--- src/rtl/vga_text_renderer.sv ---
// -----------------------------------------------------------------------------
// vga_text_renderer
//   Parametrised text-mode VGA pixel engine. Generates video timing from a
//   pixel tick (one factor_clk_i cycle in CLK_DIV), fetches character code and
//   attribute from the map, then the glyph line, and drives palette colour.
//   Supports hardware vertical scroll with row wrap-around. The blinking
//   block cursor is built only when VGACHARGEN_CURSOR_EN is defined;
//   otherwise the cursor inputs are ignored.
//
//   Ports:
//     factor_clk_i    pixel-domain clock
//     factor_arstn_i  asynchronous active-low reset
//     scroll_row_i    map row shown at screen row 0 (taken at frame start)
//     cursor_en_i     cursor enable
//     cursor_col_i    cursor cell column, screen coordinates
//     cursor_row_i    cursor cell row, screen coordinates
//     mem             map/glyph read ports (vga_text_renderer_if.master)
//     vga_r/g/b_o     colour, COLOR_W bits per channel
//     vga_hs_o/vs_o   syncs, active-low
//     frame_start_o   one-cycle pulse with pixel (0,0)
//
//   Colour, syncs and frame_start_o all lag the counters by exactly three
//   factor_clk_i cycles, so they stay aligned for any CLK_DIV.
//   GLYPH_W and GLYPH_H must be at least 2.
// -----------------------------------------------------------------------------
package vga_text_renderer_pkg;
  typedef struct packed {
    logic [3:0] r;
    logic [3:0] g;
    logic [3:0] b;
  } rgb4_t;

  // Classic 16-colour text palette.
  function automatic rgb4_t color_decode(input logic [3:0] idx);
    case (idx)
      4'd0:    return '{4'h0, 4'h0, 4'h0};
      4'd1:    return '{4'h0, 4'h0, 4'hA};
      4'd2:    return '{4'h0, 4'hA, 4'h0};
      4'd3:    return '{4'h0, 4'hA, 4'hA};
      4'd4:    return '{4'hA, 4'h0, 4'h0};
      4'd5:    return '{4'hA, 4'h0, 4'hA};
      4'd6:    return '{4'hA, 4'h5, 4'h0};
      4'd7:    return '{4'hA, 4'hA, 4'hA};
      4'd8:    return '{4'h5, 4'h5, 4'h5};
      4'd9:    return '{4'h5, 4'h5, 4'hF};
      4'd10:   return '{4'h5, 4'hF, 4'h5};
      4'd11:   return '{4'h5, 4'hF, 4'hF};
      4'd12:   return '{4'hF, 4'h5, 4'h5};
      4'd13:   return '{4'hF, 4'h5, 4'hF};
      4'd14:   return '{4'hF, 4'hF, 4'h5};
      default: return '{4'hF, 4'hF, 4'hF};
    endcase
  endfunction
endpackage

module vga_text_renderer
  import vga_text_renderer_pkg::*;
#(
  parameter int CLK_DIV      = 4,
  parameter int H_ACTIVE     = 640,
  parameter int H_FP         = 16,
  parameter int H_SYNC       = 96,
  parameter int H_BP         = 48,
  parameter int V_ACTIVE     = 480,
  parameter int V_FP         = 10,
  parameter int V_SYNC       = 2,
  parameter int V_BP         = 33,
  parameter int GLYPH_W      = 8,
  parameter int GLYPH_H      = 16,
  parameter int COLS         = 80,
  parameter int ROWS         = 30,
  parameter int CODE_W       = 8,
  parameter int COLOR_W      = 4,
  parameter int BLINK_FRAMES = 32
) (
  input  logic                      factor_clk_i,
  input  logic                      factor_arstn_i,
  input  logic [$clog2(ROWS)-1:0]   scroll_row_i,
  input  logic                      cursor_en_i,
  input  logic [$clog2(COLS)-1:0]   cursor_col_i,
  input  logic [$clog2(ROWS)-1:0]   cursor_row_i,
  vga_text_renderer_if.master       mem,
  output logic [COLOR_W-1:0]        vga_r_o,
  output logic [COLOR_W-1:0]        vga_g_o,
  output logic [COLOR_W-1:0]        vga_b_o,
  output logic                      vga_hs_o,
  output logic                      vga_vs_o,
  output logic                      frame_start_o
);
  localparam int H_TOTAL = H_ACTIVE + H_FP + H_SYNC + H_BP;
  localparam int V_TOTAL = V_ACTIVE + V_FP + V_SYNC + V_BP;
  localparam int HW      = $clog2(H_TOTAL);
  localparam int VW      = $clog2(V_TOTAL);
  localparam int DW      = (CLK_DIV > 1) ? $clog2(CLK_DIV) : 1;
  localparam int PXW     = $clog2(GLYPH_W);
  localparam int LNW     = $clog2(GLYPH_H);
  localparam int CW      = $clog2(H_TOTAL / GLYPH_W + 2);
  localparam int SW      = $clog2(V_TOTAL / GLYPH_H + 2);
  localparam int ROW_RW  = $clog2(ROWS);
  localparam int MAP_AW  = $clog2(COLS * ROWS);

  // ---------------------------------------------------------------------------
  // Pixel tick and raster counters. Cell/offset counters run alongside
  // hcount/vcount so no divider is needed.
  // ---------------------------------------------------------------------------
  logic [DW-1:0]  div_q;
  logic [HW-1:0]  hcount_q;
  logic [VW-1:0]  vcount_q;
  logic [PXW-1:0] px_q;
  logic [CW-1:0]  col_q;
  logic [LNW-1:0] line_q;
  logic [SW-1:0]  srow_q;

  // A pixel lasts CLK_DIV cycles: its first cycle carries frame-start events,
  // its last cycle advances the counters.
  wire pix_first  = (div_q == '0);
  wire pix_last   = (div_q == DW'(CLK_DIV - 1));
  wire h_wrap     = (hcount_q == HW'(H_TOTAL - 1));
  wire v_wrap     = (vcount_q == VW'(V_TOTAL - 1));
  wire frame_tick = pix_first && (hcount_q == '0) && (vcount_q == '0);

  // NOTE: state updates use non-blocking assignments and the reset is in the
  // sensitivity list, so reset takes effect immediately, not on the next edge.
  always_ff @(posedge factor_clk_i or negedge factor_arstn_i) begin
    if (!factor_arstn_i) begin
      div_q    <= '0;
      hcount_q <= '0;
      vcount_q <= '0;
      px_q     <= '0;
      col_q    <= '0;
      line_q   <= '0;
      srow_q   <= '0;
    end else begin
      div_q <= pix_last ? '0 : div_q + 1'b1;
      if (pix_last) begin
        if (h_wrap) begin
          hcount_q <= '0;
          px_q     <= '0;
          col_q    <= '0;
          if (v_wrap) begin
            vcount_q <= '0;
            line_q   <= '0;
            srow_q   <= '0;
          end else begin
            vcount_q <= vcount_q + 1'b1;
            if (line_q == LNW'(GLYPH_H - 1)) begin
              line_q <= '0;
              srow_q <= srow_q + 1'b1;
            end else begin
              line_q <= line_q + 1'b1;
            end
          end
        end else begin
          hcount_q <= hcount_q + 1'b1;
          if (px_q == PXW'(GLYPH_W - 1)) begin
            px_q  <= '0;
            col_q <= col_q + 1'b1;
          end else begin
            px_q <= px_q + 1'b1;
          end
        end
      end
    end
  end

  // ---------------------------------------------------------------------------
  // Scroll: out-of-range requests collapse to 0. On the frame-start cycle the
  // freshly sampled value is used directly so the whole of pixel (0,0)
  // already sees the new offset.
  // ---------------------------------------------------------------------------
  logic [ROW_RW-1:0] scroll_q;
  logic [ROW_RW-1:0] scroll_in;
  logic [ROW_RW-1:0] scroll_eff;
  logic [SW:0]       row_sum;
  logic [SW:0]       map_row;

  assign scroll_in = (32'(scroll_row_i) >= ROWS) ? '0 : scroll_row_i;

  // NOTE: frame_tick is true while reset is held (counters are 0), so the
  // combinational read addresses are gated by the reset pin to hold them at 0.
  assign scroll_eff = (frame_tick && factor_arstn_i) ? scroll_in : scroll_q;
  assign row_sum    = {1'b0, srow_q} + (SW + 1)'(scroll_eff);
  assign map_row    = (row_sum >= (SW + 1)'(ROWS)) ? row_sum - (SW + 1)'(ROWS) : row_sum;

  assign mem.map_addr = MAP_AW'(map_row) * MAP_AW'(COLS) + MAP_AW'(col_q);

  always_ff @(posedge factor_clk_i or negedge factor_arstn_i) begin
    if (!factor_arstn_i)  scroll_q <= '0;
    else if (frame_tick)  scroll_q <= scroll_in;
  end

  // ---------------------------------------------------------------------------
  // Cursor and blink. The first frame after reset counts as frame 0, so with
  // BLINK_FRAMES=N the cursor shows during frames N..2N-1, 3N..4N-1, ...
  // ---------------------------------------------------------------------------
  logic cursor_hit;
`ifdef VGACHARGEN_CURSOR_EN
  localparam int BW = $clog2(BLINK_FRAMES + 1);
  logic [BW-1:0] blink_cnt_q;
  logic          blink_q;
  wire blink_toggle = frame_tick && (blink_cnt_q == BW'(BLINK_FRAMES));
  wire blink_eff    = blink_q ^ blink_toggle;

  assign cursor_hit = cursor_en_i && blink_eff
                   && (32'(cursor_col_i) < COLS) && (32'(cursor_row_i) < ROWS)
                   && (32'(col_q) == 32'(cursor_col_i))
                   && (32'(srow_q) == 32'(cursor_row_i));

  always_ff @(posedge factor_clk_i or negedge factor_arstn_i) begin
    if (!factor_arstn_i) begin
      blink_cnt_q <= '0;
      blink_q     <= 1'b0;
    end else if (frame_tick) begin
      if (blink_toggle) begin
        blink_cnt_q <= BW'(1);
        blink_q     <= ~blink_q;
      end else begin
        blink_cnt_q <= blink_cnt_q + 1'b1;
      end
    end
  end
`else
  assign cursor_hit = 1'b0;
  wire unused_cursor = ^{cursor_en_i, cursor_col_i, cursor_row_i};
  localparam int unused_blink_frames = BLINK_FRAMES;
`endif

  // ---------------------------------------------------------------------------
  // Pipeline: stage 1 waits for the map read, stage 2 for the glyph read.
  // ---------------------------------------------------------------------------
  typedef struct packed {
    logic [PXW-1:0] px;
    logic           active;
    logic           text;
    logic           hs;
    logic           vs;
    logic           fs;
    logic           hit;
  } ctl_t;

  localparam ctl_t CTL_RST = '{px: '0, active: 1'b0, text: 1'b0, hs: 1'b1,
                               vs: 1'b1, fs: 1'b0, hit: 1'b0};

  ctl_t           ctl0, ctl1_q, ctl2_q;
  logic [LNW-1:0] line1_q;
  logic [7:0]     attr2_q;

  assign ctl0.px     = px_q;
  assign ctl0.active = (32'(hcount_q) < H_ACTIVE) && (32'(vcount_q) < V_ACTIVE);
  assign ctl0.text   = (32'(hcount_q) < COLS * GLYPH_W) && (32'(vcount_q) < ROWS * GLYPH_H);
  assign ctl0.hs     = !((32'(hcount_q) >= H_ACTIVE + H_FP) &&
                         (32'(hcount_q) <  H_ACTIVE + H_FP + H_SYNC));
  assign ctl0.vs     = !((32'(vcount_q) >= V_ACTIVE + V_FP) &&
                         (32'(vcount_q) <  V_ACTIVE + V_FP + V_SYNC));
  assign ctl0.fs     = frame_tick;
  assign ctl0.hit    = cursor_hit;

  assign mem.glyph_addr = factor_arstn_i ? {mem.map_code, line1_q} : '0;

  always_ff @(posedge factor_clk_i or negedge factor_arstn_i) begin
    if (!factor_arstn_i) begin
      ctl1_q  <= CTL_RST;
      ctl2_q  <= CTL_RST;
      line1_q <= '0;
      attr2_q <= '0;
    end else begin
      ctl1_q  <= ctl0;
      line1_q <= line_q;
      ctl2_q  <= ctl1_q;
      attr2_q <= mem.map_attr;
    end
  end

  // ---------------------------------------------------------------------------
  // Colour select and channel width adaptation.
  // ---------------------------------------------------------------------------
  // Left-replicate the 4-bit channel; for COLOR_W<4 this keeps the MSBs.
  function automatic logic [COLOR_W-1:0] widen(input logic [3:0] c);
    logic [COLOR_W-1:0] w;
    for (int k = 0; k < COLOR_W; k++) w[COLOR_W-1-k] = c[3-(k%4)];
    return w;
  endfunction

  logic [3:0] fg_idx, bg_idx;
  rgb4_t      pix_rgb;

  // NOTE: every always_comb output gets a default first, so no path can
  // leave it unassigned and infer a latch.
  always_comb begin
    fg_idx  = attr2_q[7:4];
    bg_idx  = attr2_q[3:0];
    if (ctl2_q.hit) begin
      fg_idx = attr2_q[3:0];
      bg_idx = attr2_q[7:4];
    end
    pix_rgb = color_decode(mem.glyph_row[ctl2_q.px] ? fg_idx : bg_idx);
    if (!(ctl2_q.active && ctl2_q.text)) pix_rgb = '0;
  end

  always_ff @(posedge factor_clk_i or negedge factor_arstn_i) begin
    if (!factor_arstn_i) begin
      vga_r_o       <= '0;
      vga_g_o       <= '0;
      vga_b_o       <= '0;
      vga_hs_o      <= 1'b1;
      vga_vs_o      <= 1'b1;
      frame_start_o <= 1'b0;
    end else begin
      vga_r_o       <= widen(pix_rgb.r);
      vga_g_o       <= widen(pix_rgb.g);
      vga_b_o       <= widen(pix_rgb.b);
      vga_hs_o      <= ctl2_q.hs;
      vga_vs_o      <= ctl2_q.vs;
      frame_start_o <= ctl2_q.fs;
    end
  end
endmodule

--- src/rtl/vga_text_renderer_if.sv ---
// -----------------------------------------------------------------------------
// vga_text_renderer_if
//   Read-port bundle between the text renderer and the character/colour map
//   and glyph memories held by the parent. Both memories answer with a fixed
//   one-cycle read latency.
//
//   Signals:
//     map_addr   char/colour map read address (renderer -> memory)
//     map_code   glyph code, valid 1 cycle after map_addr
//     map_attr   [7:4] fg index, [3:0] bg index, valid 1 cycle after map_addr
//     glyph_addr {code, glyph line} (renderer -> memory)
//     glyph_row  glyph line bits, valid 1 cycle after glyph_addr;
//                bit x = pixel column x
//
//   Modports: master = renderer side, slave = memory side.
// -----------------------------------------------------------------------------
interface vga_text_renderer_if #(
  parameter int MAP_AW   = 12,
  parameter int CODE_W   = 8,
  parameter int GLYPH_AW = 12,
  parameter int GLYPH_W  = 8
);
  logic [MAP_AW-1:0]   map_addr;
  logic [CODE_W-1:0]   map_code;
  logic [7:0]          map_attr;
  logic [GLYPH_AW-1:0] glyph_addr;
  logic [GLYPH_W-1:0]  glyph_row;

  modport master (
    output map_addr, glyph_addr,
    input  map_code, map_attr, glyph_row
  );

  modport slave (
    input  map_addr, glyph_addr,
    output map_code, map_attr, glyph_row
  );
endinterface

--- src/flat_wrapper.sv ---
// flat-port wrapper written by rule: the top's interface ports become plain ports
module vga_text_renderer_flat import vga_text_renderer_pkg::*;
#(
  parameter int CLK_DIV      = 4,
  parameter int H_ACTIVE     = 640,
  parameter int H_FP         = 16,
  parameter int H_SYNC       = 96,
  parameter int H_BP         = 48,
  parameter int V_ACTIVE     = 480,
  parameter int V_FP         = 10,
  parameter int V_SYNC       = 2,
  parameter int V_BP         = 33,
  parameter int GLYPH_W      = 8,
  parameter int GLYPH_H      = 16,
  parameter int COLS         = 80,
  parameter int ROWS         = 30,
  parameter int CODE_W       = 8,
  parameter int COLOR_W      = 4,
  parameter int BLINK_FRAMES = 32
)
  (factor_clk_i, factor_arstn_i, scroll_row_i, cursor_en_i, cursor_col_i, cursor_row_i, vga_r_o, vga_g_o, vga_b_o, vga_hs_o, vga_vs_o, frame_start_o, mem_map_addr, mem_glyph_addr, mem_map_code, mem_map_attr, mem_glyph_row);
  vga_text_renderer_if #(.MAP_AW(($clog2(COLS * ROWS))), .CODE_W(CODE_W), .GLYPH_AW((CODE_W + $clog2(GLYPH_H))), .GLYPH_W(GLYPH_W)) mem_i ();
  input  logic factor_clk_i;
  input  logic factor_arstn_i;
  input  logic [$clog2(ROWS)-1:0] scroll_row_i;
  input  logic cursor_en_i;
  input  logic [$clog2(COLS)-1:0] cursor_col_i;
  input  logic [$clog2(ROWS)-1:0] cursor_row_i;
  output logic [COLOR_W-1:0] vga_r_o;
  output logic [COLOR_W-1:0] vga_g_o;
  output logic [COLOR_W-1:0] vga_b_o;
  output logic vga_hs_o;
  output logic vga_vs_o;
  output logic frame_start_o;
  output wire logic [$bits(mem_i.map_addr)-1:0] mem_map_addr;
  output wire logic [$bits(mem_i.glyph_addr)-1:0] mem_glyph_addr;
  input wire logic [$bits(mem_i.map_code)-1:0] mem_map_code;
  input wire logic [$bits(mem_i.map_attr)-1:0] mem_map_attr;
  input wire logic [$bits(mem_i.glyph_row)-1:0] mem_glyph_row;
  assign mem_map_addr = mem_i.map_addr;
  assign mem_glyph_addr = mem_i.glyph_addr;
  assign mem_i.map_code = mem_map_code;
  assign mem_i.map_attr = mem_map_attr;
  assign mem_i.glyph_row = mem_glyph_row;
  vga_text_renderer #(.CLK_DIV(CLK_DIV), .H_ACTIVE(H_ACTIVE), .H_FP(H_FP), .H_SYNC(H_SYNC), .H_BP(H_BP), .V_ACTIVE(V_ACTIVE), .V_FP(V_FP), .V_SYNC(V_SYNC), .V_BP(V_BP), .GLYPH_W(GLYPH_W), .GLYPH_H(GLYPH_H), .COLS(COLS), .ROWS(ROWS), .CODE_W(CODE_W), .COLOR_W(COLOR_W), .BLINK_FRAMES(BLINK_FRAMES)) u_core (.factor_clk_i(factor_clk_i), .factor_arstn_i(factor_arstn_i), .scroll_row_i(scroll_row_i), .cursor_en_i(cursor_en_i), .cursor_col_i(cursor_col_i), .cursor_row_i(cursor_row_i), .mem(mem_i), .vga_r_o(vga_r_o), .vga_g_o(vga_g_o), .vga_b_o(vga_b_o), .vga_hs_o(vga_hs_o), .vga_vs_o(vga_vs_o), .frame_start_o(frame_start_o));
endmodule
--- config.mk ---
export PLATFORM = sky130hd
export DESIGN_NAME = vga_text_renderer_flat
export DESIGN_NICKNAME = d
export VERILOG_FILES = /design/src/rtl/vga_text_renderer.sv /design/src/rtl/vga_text_renderer_if.sv /design/src/flat_wrapper.sv
export SDC_FILE = /design/constraint.sdc
export NUM_CORES = 1
export LEC_CHECK = 0
export CELL_PAD_IN_SITES_DETAIL_PLACEMENT = 1
export CELL_PAD_IN_SITES_GLOBAL_PLACEMENT = 1
export CORE_ASPECT_RATIO = 2
export CORE_UTILIZATION = 40
export DETAILED_ROUTE_END_ITERATION = 10
export GPL_ROUTABILITY_DRIVEN = 0
export GPL_TIMING_DRIVEN = 0
export PLACE_DENSITY = 0.83
export SLEW_MARGIN = 20
export SYNTH_ARGS = -nofsm -noshare
export SYNTH_HDL_FRONTEND = slang
export SYNTH_SLANG_ARGS = --single-unit
--- constraint.sdc ---
create_clock -name factor_clk_i -period 17.5 [get_ports factor_clk_i]
set_input_delay 3.5 -clock factor_clk_i [delete_from_list [all_inputs] [get_ports factor_clk_i]]
set_output_delay 3.5 -clock factor_clk_i [all_outputs]
set_load 0.01 [all_outputs]
==> flow_metrics.py, run 1 <==
metrics = {
    "run_status": {
        "outcome": "complete, no violations",
    },
    "sta": {
        "fin_tns_setup_ns": 0,
        "rsz0062_at_grt": "false",
        "fmax_ghz": 0.0745,
        "finalHoldWorstSlack_ns": 0.347,
        "setup_viol": 0,
        "fin_skew_ns": 0.0109,
        "drv_slew": 0,
        "slew_headroom_pct": 59.9,
        "period_share_pct": 76.7,
        "period_minus_slack_ns": 13.42,
        "finalHoldViolCount": 0,
        "tightest_slew_ns": 0.597,
    },
    "clocking": {
        "cts_hold_buf": 0,
        "numCtsBuffers": 9,
        "cts_max_path_buffers": 2,
        "clock_sinks": 81,
        "insertion_delay_ns": 0.34,
        "clk_pin_slew_ns": 0.07,
        "cts_tree": "yes",
        "cts_max_level": 3,
        "post_cts_buffers": 0,
        "cts_root_buf": "clkbuf_16",
        "ctsResizeCount": 0,
    },
    "drt": {
        "drtIter0Drc": 170,
        "drtAntennaViolNets": 0,
        "dr.pass1.iters": 4,
        "wl_mm": 11.2,
        "via_per_inst": 5.29,
        "drcViolationCount": 0,
        "avgRoutedWirePerCell_um": 17.2,
        "vias": 3447,
    },
    "synthesis": {
        "synth_seq_cells": 81,
        "synth-edff-count": 0,
        "synth_cell_types": 56,
        "yosysWarnings": 0,
        "async_reset_ff_share_pct": 100,
        "syn_avg_cell_area_um2": 10.3,
        "synth_area_leaders": "dfrtp_1 (43%), ha_1 (7.7%), nand2_1 (4.6%)",
        "ys_seq_area_share_pct": 46.1,
        "synthCells": 429,
        "synthesis.area_um2": 4410,
        "synth_top_area_share_pct": 42.5,
        "syn_nets": 503,
        "yosysTopAreaCell": "dfrtp_1",
        "synthFlopType": "dfrtp_1",
    },
    "critical_path": {
        "critical_path.top_delay_family": "adder cells",
        "crit_slowest_cell": "fa_1",
        "crit_path_max_incr_delay_ns": 0.57,
        "endpoint_kind": "primary output",
        "r2r_cells": 7,
        "critPathBufInv": 5,
        "cp.required_ns": 14.00,
        "critical_path_depth": 25,
        "start_kind": "input pin",
        "r2r_setup_slack_ns": 15.14,
        "arrival_ns": 9.92,
        "crit_fanout": 45,
        "critPathKind": "input pin to primary output",
    },
    "floorplan": {
        "core_um2": 10600,
        "die_width_um": 76.3,
        "pin_count": 83,
        "die_area_um2": 11500,
        "die_h_um": 151,
        "initial_core_util_pct": 41.6,
        "row_count": 53,
    },
    "finish": {
        "fill_cells": 1188,
        "final_cell_mix": "dfrtp_1 (75), clkdlybuf4s50_1 (68), nand2_1 (54), nor2_1 (35), o21ai_0 (35)",
        "area_growth_pct": 26.1,
        "final_common_cell": "dfrtp_1",
        "num_antenna_cells": 0,
        "layout-drive-gt1-share_pct": 10.3,
        "nNetsFinal": 584,
    },
    "placement": {
        "place_hpwl_mm": 8.71,
        "io_buffer_count": 69,
    },
    "hold_path": {
        "hp-class": "flip-flop to flip-flop",
        "hold-path-cell-count": 0,
    },
    "pwr": {
        "powerDensity_nw_per_um2": 76.2,
        "p_leak_nw": 2.51,
        "p_sw_uw": 107,
        "power.share.clock_pct": 41.6,
        "swShare_pct": 25.1,
        "pwr-share-seq_pct": 45.1,
        "ir_worst_vdd_mv": 0.0542,
        "p_int_uw": 317,
        "p_comb_share_pct": 13.3,
    },
    "global_route": {
        "grt-ovfl-total": 0,
        "grt_pass1_vias": 3847,
        "grt_pass1_wl_mm": 18.8,
        "antenna_found_initial": 0,
        "grt.total_usage_pct": 21.1,
        "grt_max_degree": 46,
    },
    "job": {
        "maxCapViolations": 0,
    },
}
-- power by group through the flow --
stage	registers, mW	clock network (mW)	logic, mW
detailed placement	0.195	0	0.0571
finish	0.191	0.176	0.0562
floorplan	0.195	0	0.0267
global route	0.192	0.185	0.0613
CTS	0.191	0.178	0.0575
global placement	0.194	0	0.0537
-- layer usage --
| metal | global-route usage (%) | vias up | wire (um) |
|---|---|---|---|
| li1 | - | 1622 | - |
| met1 | 20.5 | 1755 | 3900 |
| met2 | 42.5 | 47 | 6840 |
| met3 | 3.27 | 23 | 196 |
| met4 | 9.33 | 0 | 280 |
| met5 | 0 | - | 0 |
-- final timing paths --
kind | startpoint | endpoint
hold reg to reg | u_core.ctl2_q[2]$_DFF_PN1_ | u_core.vga_vs_o$_DFF_PN1_
min in group asynchronous | factor_arstn_i | u_core.px_q[0]$_DFFE_PN0P_
max in group asynchronous | factor_arstn_i | u_core.ctl1_q[2]$_DFF_PN1_
hold / removal | u_core.ctl2_q[2]$_DFF_PN1_ | u_core.vga_vs_o$_DFF_PN1_
setup / recovery | factor_arstn_i | mem_map_addr[11]
setup reg to reg | u_core.vcount_q[4]$_DFFE_PN0P_ | u_core.srow_q[5]$_DFFE_PN0P_
-- sequential cells by signal, indices dropped and copies added (netlist names) --
signal,cells
u_core.vga_b_o,1
u_core.ctl1_q,7
u_core.col_q,7
u_core.div_q,2
u_core.frame_start_o,1
u_core.vga_r_o,2
u_core.line1_q,4
u_core.vga_hs_o,1
u_core.hcount_q,10
u_core.vga_g_o,2
u_core.srow_q,6
u_core.line_q,4
u_core.ctl2_q,7
u_core.vcount_q,10
u_core.attr2_q,8
u_core.vga_vs_o,1
u_core.px_q,3
u_core.scroll_q,5
-- cells by family (layout without fill, tap and decap cells) --
group / count (synthesis) / after routing / share of synthesized area, %
and+or+nand+nor: 166 / 166 / 18.9
DFF: 81 / 81 / 46.1
AOI/OAI and AO/OA: 65 / 65 / 9.56
xor gates and xnor gates: 41 / 41 / 8.91
buffers and inverters: 33 / 119 / 3.83
adders and majority gates: 30 / 30 / 9.02
muxes: 13 / 13 / 3.66
-- cells in the mapped netlist (3+ instances only) --
| cell | number |
|---|---|
| fa_1 | 3 |
| dfrtp_1 | 75 |
| xnor2_1 | 19 |
| nor2b_1 | 4 |
| buf_4 | 11 |
| nand3b_1 | 4 |
| nor3_1 | 6 |
| nor2_1 | 35 |
| nand4b_1 | 3 |
| ha_1 | 27 |
| clkbuf_1 | 4 |
| and3_1 | 9 |
| and2_1 | 14 |
| a21oi_1 | 7 |
| o21ai_0 | 35 |
| a21o_1 | 4 |
| buf_2 | 3 |
| nand4_1 | 12 |
| nand3_1 | 12 |
| dfstp_2 | 6 |
| mux2i_1 | 8 |
| xor2_1 | 19 |
| nand2_1 | 54 |
| or3_1 | 3 |
| inv_1 | 14 |
-- final cells by class --
type,count,area (um^2),share of cell area (%)
Clock buffer,11,233,4.18
Inverter,14,52.6,0.944
Timing Repair Buffer,70,708,12.7
Sequential cell,81,2030,36.6
Multi-Input combinational cell,315,2210,39.7
Tap cell,137,171,3.08
Clock inverter,5,41.3,0.742
Buffer,19,116,2.09
-- through the flow --
step / cells / total power [mW] / cell area (um^2) / utilization (%) / setup slack (ns)
5_1_grt: 652 / 0.438 / 5570 / 52.5 / 3.54
4_1_cts: 652 / 0.427 / 5570 / 52.5 / 3.99
6_report: 652 / 0.424 / 5570 / 52.5 / 4.08
3_3_place_gp: 635 / 0.248 / 5270 / 49.7 / 1.79
3_5_place_dp: 636 / 0.252 / 5290 / 49.9 / 4.04
2_1_floorplan: 429 / 0.222 / 4410 / - / 6.32
No activity file was read; power rests on OpenSTA's default activity.
==> inputs of run 2 (changes only) <==
==> constraint.sdc (replaced) <==
create_clock -name factor_clk_i -period 12.4 [get_ports factor_clk_i]
set_input_delay 2.48 -clock factor_clk_i [delete_from_list [all_inputs] [get_ports factor_clk_i]]
set_output_delay 2.48 -clock factor_clk_i [all_outputs]
set_load 0.01 [all_outputs]
==> results of run 2 <==
Same layout as run 1 (identical final DEF). Status: complete, no violations.
Among the figures that moved: setup slack after placement 4.04 ns -> 0.975 ns; setup slack after layout 4.08 ns -> 1.02 ns; register-to-register setup slack 15.14 ns -> 10.04 ns; total power 0.424 mW -> 0.598 mW; worst IR drop on VDD 0.0542 mV -> 0.0765 mV
==> inputs of run 3 (changes only) <==
--- a/config.mk
+++ b/config.mk
@@ -13,6 +13,7 @@
 export GPL_ROUTABILITY_DRIVEN = 0
 export GPL_TIMING_DRIVEN = 0
 export PLACE_DENSITY = 0.83
+export SKIP_CTS_REPAIR_TIMING = 1
 export SLEW_MARGIN = 20
 export SYNTH_ARGS = -nofsm -noshare
 export SYNTH_HDL_FRONTEND = slang
==> constraint.sdc (replaced) <==
create_clock -name factor_clk_i -period 12.8 [get_ports factor_clk_i]
set_input_delay 2.56 -clock factor_clk_i [delete_from_list [all_inputs] [get_ports factor_clk_i]]
set_output_delay 2.56 -clock factor_clk_i [all_outputs]
set_load 0.01 [all_outputs]
==> results of run 3 <==
Same layout as run 1 (identical final DEF). Status: complete, no violations.
Among the figures that moved: setup slack after placement 4.04 ns -> 1.22 ns; setup slack after layout 4.08 ns -> 1.26 ns; register-to-register setup slack 15.14 ns -> 10.44 ns; total power 0.424 mW -> 0.580 mW; worst IR drop on VDD 0.0542 mV -> 0.0742 mV
